--- config.mk ---
export PLATFORM = sky130hd
export DESIGN_NAME = cim_scanner
export DESIGN_NICKNAME = d
export VERILOG_FILES = /design/src/rtl/cim_scanner.sv
export SDC_FILE = /design/constraint.sdc
export NUM_CORES = 1
export LEC_CHECK = 0
export CORE_MARGIN = 1.5
export CORE_UTILIZATION = 55
export CTS_CLUSTER_SIZE = 24
export DETAILED_ROUTE_END_ITERATION = 10
export PLACE_DENSITY_LB_ADDON = 0.12
export SETUP_SLACK_MARGIN = 0.2
export SYNTH_ARGS = -nofsm -noshare
export SYNTH_HDL_FRONTEND = slang
export SYNTH_SLANG_ARGS = --single-unit
--- constraint.sdc ---
create_clock -name clk -period 1.95 [get_ports clk]
set_input_delay 0.585 -clock clk [delete_from_list [all_inputs] [get_ports clk]]
set_output_delay 0.585 -clock clk [all_outputs]
set_load 0.05 [all_outputs]
--- src/rtl/cim_scanner.sv ---
// cim_scanner: address sequencer for the 3-to-8 one-hot decoder in the
// multiplexed display path. Each digit slot is PRESC cycles long: BLANK
// blanked cycles, then PRESC-BLANK cycles with valid=1. frame_start marks
// the first cycle of every address-0 slot. All outputs are registered.
module cim_scanner #(
  parameter int PRESC  = 1000,
  parameter int BLANK  = 16,
  parameter int DIGITS = 8
) (
  input  logic       clk,
  input  logic       rst_n,
  input  logic       en,
  input  logic       hold,
  output logic [2:0] cim,
  output logic       valid,
  output logic       frame_start
);

  localparam int CW = (PRESC > 1) ? $clog2(PRESC) : 1;
  localparam logic [CW-1:0] SLOT_LAST  = CW'(PRESC - 1);
  localparam logic [CW-1:0] BLANK_LAST = CW'(BLANK - 1);
  localparam logic [2:0]    CIM_LAST   = 3'(DIGITS - 1);

  typedef enum logic [1:0] {
    S_IDLE  = 2'd0,
    S_BLANK = 2'd1,
    S_SHOW  = 2'd2
  } state_t;

  state_t          state_q, state_d;
  logic [CW-1:0]   cnt_q, cnt_d;
  logic [2:0]      cim_q, cim_d;
  logic            valid_q, valid_d;
  logic            fs_q, fs_d;

  logic            active;
  logic            advance;
  logic            blank_end;
  logic            slot_end;
  logic            wrap;

  // Decode of the current slot position; only meaningful while scanning.
  always_comb begin
    active    = (state_q == S_BLANK) || (state_q == S_SHOW);
    advance   = active && en && !hold;
    blank_end = (state_q == S_BLANK) && (cnt_q == BLANK_LAST);
    slot_end  = (state_q == S_SHOW) && (cnt_q == SLOT_LAST);
    wrap      = (cim_q >= CIM_LAST);
  end

  // State and slot-counter register; async reset clears everything at once.
  always_ff @(posedge clk or negedge rst_n) begin
    if (!rst_n) begin
      state_q <= S_IDLE;
      cnt_q   <= '0;
      cim_q   <= '0;
      valid_q <= 1'b0;
      fs_q    <= 1'b0;
    end else begin
      state_q <= state_d;
      cnt_q   <= cnt_d;
      cim_q   <= cim_d;
      valid_q <= valid_d;
      fs_q    <= fs_d;
    end
  end

  // Next state and slot counter: en dominates hold, hold freezes the slot.
  always_comb begin
    state_d = state_q;
    cnt_d   = cnt_q;
    case (state_q)
      S_IDLE: begin
        cnt_d = '0;
        if (en) state_d = S_BLANK;
      end
      S_BLANK, S_SHOW: begin
        if (!en) begin
          state_d = S_IDLE;
          cnt_d   = '0;
        end else if (!hold) begin
          if (slot_end) begin
            state_d = S_BLANK;
            cnt_d   = '0;
          end else begin
            cnt_d = cnt_q + 1'b1;
            if (blank_end) state_d = S_SHOW;
          end
        end
      end
      default: begin
        state_d = S_IDLE;
        cnt_d   = '0;
      end
    endcase
  end

  // Registered outputs: address stepping, show-phase flag and frame pulse.
  always_comb begin
    cim_d   = cim_q;
    valid_d = (state_d == S_SHOW);
    fs_d    = 1'b0;
    if (state_q == S_IDLE) begin
      cim_d = '0;
      fs_d  = en;
    end else if (!active || !en) begin
      cim_d = '0;
    end else if (advance && slot_end) begin
      cim_d = wrap ? 3'd0 : cim_q + 3'd1;
      fs_d  = wrap;
    end
  end

  assign cim         = cim_q;
  assign valid       = valid_q;
  assign frame_start = fs_q;

endmodule
==> results by group <==
Outcome
  • Outcome: completed

Logic synthesis
  • Post-Synthesis Cells: around 100
  • Sequential-to-total area share from yosys stat: 0.417
  • Post-synth EDFFs: 0
  • Yosys reg bits: 17
  • Synthesized area: 0.00102 mm^2
  • Async set-reset flop share out of synthesis: 1.00
  • Distinct cells, synth: 36
  • Ranking of synthesized cells by area: dfrtp_1, ha_1, xnor2_1
  • Synth warn: 0
  • Largest area contributor in the netlist: dfrtp_1
  • Synth top area share: 0.417
  • Mapped Nets: 110
  • Avg Cell Area, Syn: 10.3 um^2
  • Top_reg_cell synth: dfrtp_1

CTS
  • CTS tree: built
  • Worst-path clk slew: 0.11 ns
  • CTS sink count: 17
  • CTS H-tree depth: 1
  • TritonCTS buffer count: 3
  • Clock buffer depth: 2
  • Hold_buf cts: 0
  • Worst skew pair latency: approximately 0.31 ns
  • Clock Tree Root: clkbuf_4

Global routing
  • Total gr overflow: 0
  • Met2 GRT Util: 0.414
  • Vias in the first global route: 798
  • Largest net degree at the start of global routing: 18
  • GR peak layer: met2
  • Initial antenna violation count: 0
  • First-pass GRT wire length: approximately 3.5 mm
  • M1 GR Usage: 0.287
  • Total Routing Usage GR: 0.240
  • Met3 usage: 0.0353

Layout
  • Diode count: 0
  • Layout cells sized above 1: 0.342
  • Layout Cells excl Fill: between 100 and 150
  • NumNets Final: roughly 130
  • Fillers: about 130
  • Area Overhead vs Synth: 29.4%
  • Area of the multi-input gates: 668 um^2
  • Register Area: 425 um^2
  • Post-route design area: roughly 0.0013 mm^2
  • Commonest non-fill, non-tap cells in the layout: dfrtp_1, buf_4, nand2_1

Floorplanning
  • Core ar.: roughly 0.0017 mm^2
  • DIE HEIGHT: about 46 um
  • I/O pins: 9
  • Row cnt: 15
  • Die W: around 46 um
  • Starting utilization of the core area: 0.591
  • Die area: approximately 0.0021 mm^2

Route
  • DRC violations left: 0
  • Via-per-instance ratio: just under 6
  • Drt first pass iters: 4
  • WL final: ~2.4 mm
  • DR vias: between 800 and 900
  • Routed len/inst: around 16 um
  • Initial drt markers: 17
  • DRT antenna net count: 0

STA
  • Final hold viol count: 0
  • Setup ws final: between 0.2 and 0.25 ns
  • Fin crit share: 0.887
  • Total negative slack: 0 ns
  • Clock Skews: ~0.0050 ns
  • Setup violations, final: 0
  • Min cycle time layout: between 1.5 and 2 ns
  • Slew HR: 0.748
  • Worst Tran Pin Value: about 0.38 ns
  • Max-slew violations: 0
  • F_max: 578 MHz
  • RSZ-0062 raised after global routing: true

Critical path
  • FF-to-FF Start: state_q[0]$_DFF_PN0_
  • R2r endpoint: cim[0]$_DFFE_PN0P_
  • Worst EP required: about 2.2 ns
  • R2R depth: 6
  • Crit start category: flip-flop
  • CP arrival: ~2.0 ns
  • Crit Path Class: reg2reg
  • Worst-path maximum fanout: 3
  • R2r setup slk: roughly 0.22 ns
  • Critical path capture point type: flip-flop

Hold path
  • Worst Hold Class: reg2reg
  • Worst hold endpoint: cnt_q[0]$_DFFE_PN0P_
  • Hold Crit Start: cnt_q[0]$_DFFE_PN0P_
  • WHS Path Cells: 2

Place
  • Dpl cells: 136
  • Post-placement setup slack: -0.211 ns
  • GPL Wtd Cong: 0.807
  • HPWL Detailed: around 1.5 mm
  • Post-DP Area: 0.00116 mm^2
  • Port bufs: 8

Power
  • Peak VDD IR: 0.465 mV
  • PwrDens: approximately 730 mW/mm^2
  • Leakage power total: 0.574 nW
  • Final Power: between 0.9 and 1 mW

Job
  • Max-Cap Viols: 0
[area by class of cell]
type	count	area share
Clock buffer	3	0.0171
Tap cell	25	0.0237
Sequential cell	17	0.322
Clock inverter	1	0.00379
Multi-Input combinational cell	76	0.506
Timing Repair Buffer	20	0.118
Inverter	3	0.00853
[metal layers]
metal  up-vias  part of all wire
met5         -                 0
met4         0             0.044
met3        13             0.030
met2        20              0.52
met1       417              0.40
li1        405                 -
[worst max path at each step]
stage                    endpoint  cells past startpoint            startpoint  slack [ns]
2_1_floorplan  cim[0]$_DFFE_PN0P_                      7  state_q[0]$_DFF_PN0_        0.21
3_3_place_gp      valid$_DFF_PN0_                      5                  hold       -0.15
3_5_place_dp      valid$_DFF_PN0_                      5                  hold       -0.21
4_1_cts        cim[0]$_DFFE_PN0P_                      6  state_q[0]$_DFF_PN0_        0.17
5_1_grt           valid$_DFF_PN0_                      6  state_q[1]$_DFF_PN0_         0.1
6_report       cim[0]$_DFFE_PN0P_                      6  state_q[0]$_DFF_PN0_        0.22
[sequential cells by signal, summed over array words and instances (netlist names)]
name         cells
valid            1
state_q          2
cnt_q           10
cim              3
frame_start      1
[cells in the mapped netlist (all sizes together) (2+ instances only)]
cell type  count
nor4           3
ha             7
nand2         10
buf            2
xnor2          5
o41ai          2
nand3          4
nor2           9
and2           2
inv            3
nor3b          2
dfrtp         17
a21oi          4
nor3           3
nor4b          2
nand3b         4
or3            2
a31oi          2
a22o           2
[timing repair]
| action | in CTS | in global routing |
|---|---|---|
| setup endpoints to repair | 6 | 9 |
| buffers inserted | 2 | 3 |
| pin swaps | 4 | 6 |
| resized for setup | 10 | 9 |
[critical path, cell delays in order (launching register included)]
cell	delay, ns
dfrtp_1	0.40
inv_2	0.08
ha_4	0.15
nand4b_4	0.13
or3_4	0.43
nor4b_4	0.28
mux2_4	0.20
[through the flow]
step,util,hold WS (ns)
after floorplan,-,0.289
after detailed placement,0.670,0.546
after CTS,0.716,0.562
after global placement,0.670,0.537
final,0.764,0.563
after global routing,0.764,0.584
[cell families after synthesis]
kind of cell / after synthesis / share of synthesized area
simple gates: 47 / 0.286
mux: 2 / 0.0209
xor+xnor: 5 / 0.0429
buf+inv: 6 / 0.0245
flops: 17 / 0.417
compound gates: 15 / 0.123
fa+ha+maj: 7 / 0.0859
[report_power, final]
group          switching (mW)  internal (mW)
sequential             0.0118          0.373
clock                   0.128         0.0767
combinational           0.202          0.174
total                   0.342          0.624
Power figures use the tool's default switching activity.
==> RTL change, RTL diff (same settings) <==
Register the output `frame_start` once more, without a reset; this adds one clock of latency there. The other outputs are not delayed to match. Comments in the files are not updated.
--- a/src/rtl/cim_scanner.sv
+++ b/src/rtl/cim_scanner.sv
@@ -114,5 +114,7 @@
   assign cim         = cim_q;
   assign valid       = valid_q;
-  assign frame_start = fs_q;
+  always_ff @(posedge clk) begin
+    frame_start <= fs_q;
+  end
 
 endmodule
Formal check against the unedited RTL: not equivalent (Yosys sat finds a counterexample within 4 cycles, from zero or initial values and one cycle with rst_n low).
==> RTL change against the unedited design <==
- final area increased by 2.6%
- clock skew decreased by 0.00055 ns
- total power increased by 4.0%
- clock power increased by 11%
- sequential share of layout area increased by 0.77 points
- synthesized area increased by 4.0%
- die area increased by 3.8%
- wire length increased by 0.67%
- count of clock-buffer cells in the layout increased by 1
- utilization increased by 0.29 points
- non-clock buffer count increased by 2
- first-iteration DRC count increased by 18%
- worst setup slack got worse by 0.045 ns
- sequential cell count increased by 1
- largest power group unchanged
==> RTL change: results (changes against the unedited design) <==
===========================================================================
Number of global-route vias before repair                               810   was 798
Number of filler instances in the final layout                          123   was 128
R2r startpoint                                                   state_q[1]   was state_q[0]
Slowest cell on the critical path                              sky130_fd_sc_hd__or4b_4   was sky130_fd_sc_hd__or3_4
Global-route wire length before repair                              3850 um   was 3546 um
Top cells by instance count after synthesis                    sky130_fd_sc_hd__dfrtp_1 (17), sky130_fd_sc_hd__nor2_1 (12), sky130_fd_sc_hd__nand2_1 (8), sky130_fd_sc_hd__ha_1 (7), sky130_fd_sc_hd__xnor2_1 (7)   was sky130_fd_sc_hd__dfrtp_1 (17), sky130_fd_sc_hd__nand2_1 (10), sky130_fd_sc_hd__nor2_1 (9), sky130_fd_sc_hd__ha_1 (7), sky130_fd_sc_hd__xnor2_1 (5)
Met2 WL post-DR                                                     1257 um   was 1242 um
Run status                                                     finished, final reports clean   unchanged
HP Start                                                               fs_q   was cnt_q[0]
Fmax                                                              563.9 MHz   was 578.4 MHz
Average wire per cell in the routed design                         15.70 um   was 16.46 um
Arrival time reported for the critical path endpoint                1.97 ns   was 1.99 ns
Final Routed Wirelength                                             2402 um   was 2386 um
Switching power                                                   0.3382 mW   was 0.3423 mW
Total power per unit cell area                                 742.8 mW/mm^2   was 732.2 mW/mm^2
Share of flip-flops with an asynchronous set or reset                0.9444   was 1.000
First DRT Iteration DRCs                                                 20   was 17
Count of different cell masters after synthesis                          35   was 36
Sequential fraction of design power                                   0.423   was 0.399
Sequential element share of the synthesized area                     0.4198   was 0.4172
Global routing usage on met3                                        0.08462   was 0.03529
Synthesis-to-finish area growth                                      27.59%   was 29.45%
Transition at the pin with the smallest max-transition slack      0.3405 ns   was 0.3770 ns
Last element of the critical path                                     valid   was cim[0]
Post_cts resized                                                          8   was 10
Combinational share of power                                          0.350   was 0.389
Sink of the worst hold path                                     frame_start   was cnt_q[0]
Placement-stage worst setup slack                                -0.2893 ns   was -0.2107 ns
Final worst hold slack                                            0.3618 ns   was 0.5626 ns
Cell area reported after detailed placement                    0.001197 mm^2   was 0.001157 mm^2
Cell count after synthesis                                              104   was 99
===========================================================================
-- RTL change: logic make-up (layout without fill, tap and decap cells) --
| kind of cell | count (synthesis) | after routing | synth area share |
|---|---|---|---|
| buf+inv | 7 | 31 | 0.02477 |
| xor+xnor | 8 | 8 | 0.06604 |
| mux | 3 | 3 | 0.02830 |
| simple gates | 49 | 49 | 0.2807 |
| compound gates | 12 | 12 | 0.09788 |
| flops | 18 | 18 | 0.4198 |
| fa+ha+maj | 7 | 7 | 0.08254 |
-- RTL change: area by class of cell --
cell class / instances / area share
multi-input cells: 79 / 0.4797
clock buffers: 4 / 0.02680
well taps: 25 / 0.02311
flip-flops and latches: 18 / 0.3299
inverters: 5 / 0.01386
repair buffers: 22 / 0.1266
